## src/rtl/rat_table_pkg.sv

```systemverilog
// -----------------------------------------------------------------------------
// rat_table_pkg
// Shared sizing and types for the register alias table.
//   RENAME_WIDTH : rename lanes, each with two read ports and one write port
//   COMMIT_WIDTH : commit lanes from the ROB, lane 0 oldest
//   NUM_AREGS    : architectural registers; areg 0 is hardwired to preg 0
//   NUM_PREGS    : physical registers; must exceed NUM_AREGS
// The reset mapping is the identity (areg a -> preg a). The free list therefore
// starts with pregs NUM_AREGS..NUM_PREGS-1.
// -----------------------------------------------------------------------------
package rat_table_pkg;

    localparam int RENAME_WIDTH = 2;
    localparam int COMMIT_WIDTH = 2;
    localparam int NUM_AREGS    = 32;
    localparam int NUM_PREGS    = 64;

    localparam int AREG_W   = $clog2(NUM_AREGS);
    localparam int PREG_W   = $clog2(NUM_PREGS);
    localparam int RD_PORTS = RENAME_WIDTH * 2;

    typedef logic [AREG_W-1:0] areg_t;
    typedef logic [PREG_W-1:0] preg_t;

    // Whole alias map, indexed by areg.
    typedef preg_t [NUM_AREGS-1:0] map_t;

    // Reset image of both maps: every areg aliases the preg of the same index.
    function automatic map_t identity_map();
        map_t m;
        for (int a = 0; a < NUM_AREGS; a++) begin
            m[a] = preg_t'(a);
        end
        return m;
    endfunction

endpackage

```

## src/rtl/rat_map_bank.sv

```systemverilog
// -----------------------------------------------------------------------------
// rat_map_bank
// One NUM_AREGS x preg_t alias map. It has NUM_WR lane-ordered write ports and
// a whole-map load port. The rat_table top uses two of these, one for the
// speculative map (SRAT) and one for the architectural map (ARAT).
//   clk, rst  : clock, asynchronous active-low reset to the identity map
//   wr_en     : per-lane write enable
//   wr_areg   : per-lane target areg; writes to areg 0 are ignored
//   wr_preg   : per-lane new alias
//   load_en   : replace the whole map with load_map; write ports are ignored
//   load_map  : full replacement image
//   map_q     : current map contents
// Lane priority: lanes are merged in ascending order. When two lanes target the
// same areg in one cycle, the higher (younger) lane's value is kept.
// -----------------------------------------------------------------------------
module rat_map_bank
    import rat_table_pkg::*;
#(
    parameter int NUM_WR = 2
)
(
    input  logic              clk,
    input  logic              rst,
    input  logic [NUM_WR-1:0] wr_en,
    input  areg_t [NUM_WR-1:0] wr_areg,
    input  preg_t [NUM_WR-1:0] wr_preg,
    input  logic              load_en,
    input  map_t              load_map,
    output map_t              map_q
);

    map_t map_d;

    always_comb begin
        map_d = map_q;
        if (load_en) begin
            map_d = load_map;
        end else begin
            for (int w = 0; w < NUM_WR; w++) begin
                if (wr_en[w] && (wr_areg[w] != '0)) begin
                    map_d[wr_areg[w]] = wr_preg[w];
                end
            end
        end
        // Entry 0 is pinned to preg 0. This holds even if a load image
        // carries something else there.
        map_d[0] = '0;
    end

    always_ff @(posedge clk or negedge rst) begin
        if (!rst) begin
            map_q <= identity_map();
        end else begin
            map_q <= map_d;
        end
    end

endmodule

```

## src/rtl/rat_table.sv

```systemverilog
// -----------------------------------------------------------------------------
// rat_table
// Register alias table. It answers the rename stage's read/write traffic and
// the ROB's commit traffic.
//   clk         : clock
//   rst         : asynchronous active-low reset; both maps return to identity
//   rd_areg     : src1/src2 areg per rename lane (port index = lane*2 + src)
//   rd_preg     : combinational alias for each read port; areg 0 -> preg 0
//   w_en        : rename write valid per lane
//   w_dst_areg  : rename destination areg per lane
//   w_new_alias : newly allocated preg per lane
//   cm_valid    : commit valid per lane, lane 0 oldest
//   cm_areg     : committed destination areg
//   cm_preg     : committed destination preg
//   flush       : restore the SRAT from the ARAT, with this cycle's commits
//                 applied; same-cycle rename writes are dropped
//   free_valid  : registered; a superseded preg is being returned on lane i
//   free_preg   : registered; the preg being returned on lane i
//   flush_done  : registered one-cycle pulse; the SRAT restore is complete
// Interface semantics: every request here is valid-only. The table accepts
// every write, commit and flush in the cycle it is presented, so there is no
// ready/backpressure. free_valid qualifies free_preg; the free list must
// accept a returned preg in the cycle free_valid is high.
// Optional build macro RAT_WR_BYPASS_EN: read ports forward this cycle's
// rename write aliases (youngest matching lane wins). The forward is
// suppressed while flush=1. Without the macro, reads see SRAT state only.
// -----------------------------------------------------------------------------
module rat_table
    import rat_table_pkg::*;
(
    input  logic                      clk,
    input  logic                      rst,
    input  areg_t [RD_PORTS-1:0]      rd_areg,
    output preg_t [RD_PORTS-1:0]      rd_preg,
    input  logic [RENAME_WIDTH-1:0]   w_en,
    input  areg_t [RENAME_WIDTH-1:0]  w_dst_areg,
    input  preg_t [RENAME_WIDTH-1:0]  w_new_alias,
    input  logic [COMMIT_WIDTH-1:0]   cm_valid,
    input  areg_t [COMMIT_WIDTH-1:0]  cm_areg,
    input  preg_t [COMMIT_WIDTH-1:0]  cm_preg,
    input  logic                      flush,
    output logic [COMMIT_WIDTH-1:0]   free_valid,
    output preg_t [COMMIT_WIDTH-1:0]  free_preg,
    output logic                      flush_done
);

    map_t                     srat_q;
    map_t                     arat_q;
    map_t                     arat_restore;
    logic [RENAME_WIDTH-1:0]  srat_wr_en;
    logic [COMMIT_WIDTH-1:0]  free_valid_d;
    preg_t [COMMIT_WIDTH-1:0] free_preg_d;

    // Rename writes that arrive together with a flush belong to the squashed
    // path, so they never reach the SRAT.
    assign srat_wr_en = flush ? '0 : w_en;

    // ARAT image after this cycle's commits. It is used as the SRAT restore
    // value, so a flush sees commits that retire in the same cycle.
    always_comb begin
        arat_restore = arat_q;
        for (int i = 0; i < COMMIT_WIDTH; i++) begin
            if (cm_valid[i] && (cm_areg[i] != '0)) begin
                arat_restore[cm_areg[i]] = cm_preg[i];
            end
        end
    end

    rat_map_bank #(.NUM_WR(RENAME_WIDTH)) u_srat (
        .clk      (clk),
        .rst      (rst),
        .wr_en    (srat_wr_en),
        .wr_areg  (w_dst_areg),
        .wr_preg  (w_new_alias),
        .load_en  (flush),
        .load_map (arat_restore),
        .map_q    (srat_q)
    );

    rat_map_bank #(.NUM_WR(COMMIT_WIDTH)) u_arat (
        .clk      (clk),
        .rst      (rst),
        .wr_en    (cm_valid),
        .wr_areg  (cm_areg),
        .wr_preg  (cm_preg),
        .load_en  (1'b0),
        .load_map ('0),
        .map_q    (arat_q)
    );

    // The superseded preg for commit lane i is its areg's architectural alias.
    // The exception is when an older lane in the same group committed the same
    // areg: then the older lane's preg is the one being displaced. Scanning
    // j upward leaves the nearest older lane in place.
    always_comb begin
        preg_t prior;
        prior        = '0;
        free_valid_d = '0;
        free_preg_d  = '0;
        for (int i = 0; i < COMMIT_WIDTH; i++) begin
            prior = arat_q[cm_areg[i]];
            for (int j = 0; j < COMMIT_WIDTH; j++) begin
                if ((j < i) && cm_valid[j] && (cm_areg[j] == cm_areg[i])) begin
                    prior = cm_preg[j];
                end
            end
            if (cm_valid[i] && (cm_areg[i] != '0)) begin
                free_valid_d[i] = 1'b1;
                free_preg_d[i]  = prior;
            end
        end
    end

    // Read ports.
    always_comb begin
        areg_t a;
        preg_t v;
        a       = '0;
        v       = '0;
        rd_preg = '0;
        for (int p = 0; p < RD_PORTS; p++) begin
            a = rd_areg[p];
            v = srat_q[a];
`ifdef RAT_WR_BYPASS_EN
            // Forward the alias rename is writing this cycle. This lets back-to-back
            // groups see their predecessor's destinations without a stall.
            if (!flush) begin
                for (int l = 0; l < RENAME_WIDTH; l++) begin
                    if (w_en[l] && (w_dst_areg[l] == a)) begin
                        v = w_new_alias[l];
                    end
                end
            end
`endif
            if (a == '0) begin
                v = '0;
            end
            rd_preg[p] = v;
        end
    end

    always_ff @(posedge clk or negedge rst) begin
        if (!rst) begin
            free_valid <= '0;
            free_preg  <= '0;
            flush_done <= 1'b0;
        end else begin
            free_valid <= free_valid_d;
            free_preg  <= free_preg_d;
            flush_done <= flush;
        end
    end

endmodule

```

## config.mk

```make
export PLATFORM = sky130hd
export DESIGN_NAME = rat_table
export DESIGN_NICKNAME = d
export VERILOG_FILES = /design/src/rtl/rat_table_pkg.sv /design/src/rtl/rat_map_bank.sv /design/src/rtl/rat_table.sv
export SDC_FILE = /design/constraint.sdc
export NUM_CORES = 2
export LEC_CHECK = 0
export BUFFER_PORTS_ARGS = -buffer_cell sky130_fd_sc_hd__clkbuf_2
export CAP_MARGIN = 20
export CORE_ASPECT_RATIO = 1.5
export CORE_MARGIN = 10
export CORE_UTILIZATION = 35
export CTS_CLUSTER_SIZE = 20
export DETAILED_ROUTE_END_ITERATION = 12
export GPL_TIMING_DRIVEN = 0
export PLACE_DENSITY = 0.57
export SLEW_MARGIN = 10
export SYNTH_ARGS = -nofsm -noshare
export SYNTH_HDL_FRONTEND = slang
export SYNTH_SLANG_ARGS = --single-unit
```

## constraint.sdc

```tcl
create_clock -name clk -period 3.6 [get_ports clk]
set_input_delay 0.72 -clock clk [delete_from_list [all_inputs] [get_ports clk]]
set_output_delay 0.72 -clock clk [all_outputs]
set_load 0.05 [all_outputs]
```

==> flow_summary.json <==
{
  "status": "finished with violations",
  "violations": "setup timing",
  "drc": 0,
  "routed_wl_mm": 161,
  "wl_per_cell_um": 40.0,
  "max_freq_mhz": 277,
  "cts_buffer_depth": 3,
  "hold_violations": 0,
  "routed_via_density": 6.65,
  "grt_overflow_total": 0,
  "ys_ff_latch": 387,
  "worstPathRequired_ns": 2.88,
  "setup_tns_ns": -0.0176,
  "drive_gt1_share_pct": 27.6,
  "yosys-top-cells-area": "mux4_2 22%, dfrtp_1 19%, dfstp_2 14%",
  "rrSetupSlack_ns": 1.47,
  "final_common_cell": "mux2i_1",
  "cts_tree": "done",
  "slew_headroom_pct": 15.2,
  "detail_route.first_pass.iterations": 6,
  "rsz0062_at_grt": "no",
  "num_vias": 26800,
  "final_cell_mix": "380 x mux2i_1, 295 x mux4_2, 271 x nor2_1",
  "htree_levels": 2,
  "drt_iter0_drc": 2988,
  "leakagePower_uw": 0.0145,
  "dp_slack_ns": -0.867,
  "max_cap_viol_count": 0,
  "yosysTopAreaCellShare_pct": 22.3,
  "ys_async_sr_fraction_pct": 100,
  "fin_nets": 2943,
  "cts_sinks": 387,
  "die_h_um": 377,
  "syn2layout_area_growth_pct": 12.3,
  "total_power_uw": 18600,
  "synth_edf_count": 0,
  "syn-cell-area_um2": 29800,
  "crit_fanout": 10,
  "die_area_um2": 97500,
  "period_minus_slack_ns": 3.62,
  "antenna_found_initial": 7,
  "grt_pass1_wl_mm": 219,
  "place_inst": 3959,
  "ys_warn_count": 0,
  "finClkSkew_ns": 0.0320,
  "cp.arrival_ns": 2.90,
  "io_pins": 110,
  "drv_slew": 0,
  "hold_class": "in2async",
  "die_w_um": 258,
  "synthDistinctLibCells": 59,
  "max-vdd-ir-drop_mv": 0.385,
  "globalRouteTotalUtil_pct": 32.4,
  "synth_flop_cell": "dfrtp_1",
  "avgSynthCellArea_um2": 10.9,
  "initial_core_util_pct": 35.2,
  "grt_max_degree": 92,
  "clkTransAtPathRegs_ns": 0.07,
  "instances_no_fill": 4035,
  "criticalPathCategory": "in2out",
  "finalWorstSetupSlack_ns": -0.0156,
  "worstMarginPinSlew_ns": 1.27,
  "placed_area_um2": 31800,
  "period_share_pct": 100,
  "core_area_um2": 84700,
  "yosys.area.top_type": "mux4_2",
  "rows": 131,
  "syn-num-nets": 2805,
  "ant_nets": 0,
  "setup_viol": 2,
  "cts-root-buf": "clkbuf_16",
  "fin_area_um2": 33500,
  "ctsHoldBuffers": 0,
  "grt_pass1_vias": 25900,
  "ys_seq_area_share_pct": 33.2,
  "crit_path_start_kind": "input pin",
  "dp_hpwl_mm": 128,
  "insertion_delay_ns": 0.59,
  "end_kind": "output port",
  "synthCells": 2734,
  "io_buffers": 85,
  "cts-buffers-inserted": 38,
  "gp_congestion": 1.02,
  "powerDensity_nw_per_um2": 556
}
path summary, 6_finish.rpt:
check | startpoint | end | cells past startpoint
setup / recovery | rd_areg[15] | rd_preg[22] | 5
setup reg to reg | u_arat.map_q[15] | free_preg[3] | 5
max in group asynchronous | rst | u_arat.map_q[18] | 3
hold reg to reg | u_arat.map_q[130] | u_arat.map_q[130] | 2
hold / removal | rst | u_srat.map_q[180] | 1
min in group clk | flush | flush_done | 1
state kept, by name, indices dropped and copies added (netlist names):
name          cells
u_srat.map_q    186
flush_done        1
free_valid        2
u_arat.map_q    186
free_preg        12
cell usage after synthesis (9+ instances only):
master and count:
o21ai_1 46, nand2b_1 10, a221oi_1 49, dfrtp_1 227, a21oi_1 104, o21ai_0 61
clkbuf_1 209, nor2_1 271, buf_1 29, nand2_1 206, a21o_1 186, a22o_1 29
dfstp_2 160, buf_4 9, a211oi_1 123, nor2b_1 23, buf_2 60, mux4_2 295
mux2i_1 380, a22oi_1 11, mux2_2 61, a311oi_1 22, nand3_1 36, inv_1 12
cells by family after synthesis:
family | Yosys count | share of synthesized area [%]
buf+inv | 321 | 4.46
xor+xnor | 5 | 0.147
mux | 736 | 37.3
compound gates | 656 | 15.2
simple gates | 629 | 9.68
flops | 387 | 33.2
metrics by stage:
step	utilization, %	hold slack (ns)
after detailed placement	37.6	0.592
after floorplan	-	0.424
after global routing	39.5	0.116
final	39.5	0.0903
after global placement	37.4	0.588
after CTS	39.4	0.0932
metal layers:
| layer | up-vias | routed length [um] | global-route usage [%] |
|---|---|---|---|
| met4 | 4 | 17500 | 28.4 |
| li1 | 10800 | - | - |
| met1 | 13800 | 58200 | 37.7 |
| met3 | 525 | 11400 | 4.47 |
| met2 | 1740 | 74300 | 52.2 |
| met5 | - | 29 | 0.0496 |
critical path: stages:
cell and delay, ns:
clkbuf_2 0.44, mux4_2 0.61, mux4_2 0.55, mux2_2 0.31, clkbuf_2 0.25
layout make-up:
| cell class | instances | area [um2] |
|---|---|---|
| repair buffers | 99 | 669 |
| clock inverters | 18 | 264 |
| flip-flops and latches | 387 | 9880 |
| fillers | 8280 | 51300 |
| well taps | 1130 | 1410 |
| diodes | 3 | 7.51 |
| multi-input cells | 2026 | 18600 |
| clock buffers | 52 | 1070 |
| inverters | 12 | 45.0 |
| plain buffers | 308 | 1500 |
power by group:
group          internal, uW  switching [uW]  leakage [uW]
logic                  2880            3830       0.00939
registers              5750            1620       0.00451
clock network          2490            2040      0.000632
total                 11100            7500        0.0145
repair_timing:
| action | 4_1_cts | 5_1_grt |
|---|---|---|
| buffers inserted | 0 | 0 |
| resized for setup | 92 | 27 |
| setup endpoints to repair | 24 | 16 |
| pin swaps | 0 | 1 |
No activity file was read; power rests on OpenSTA's default activity.
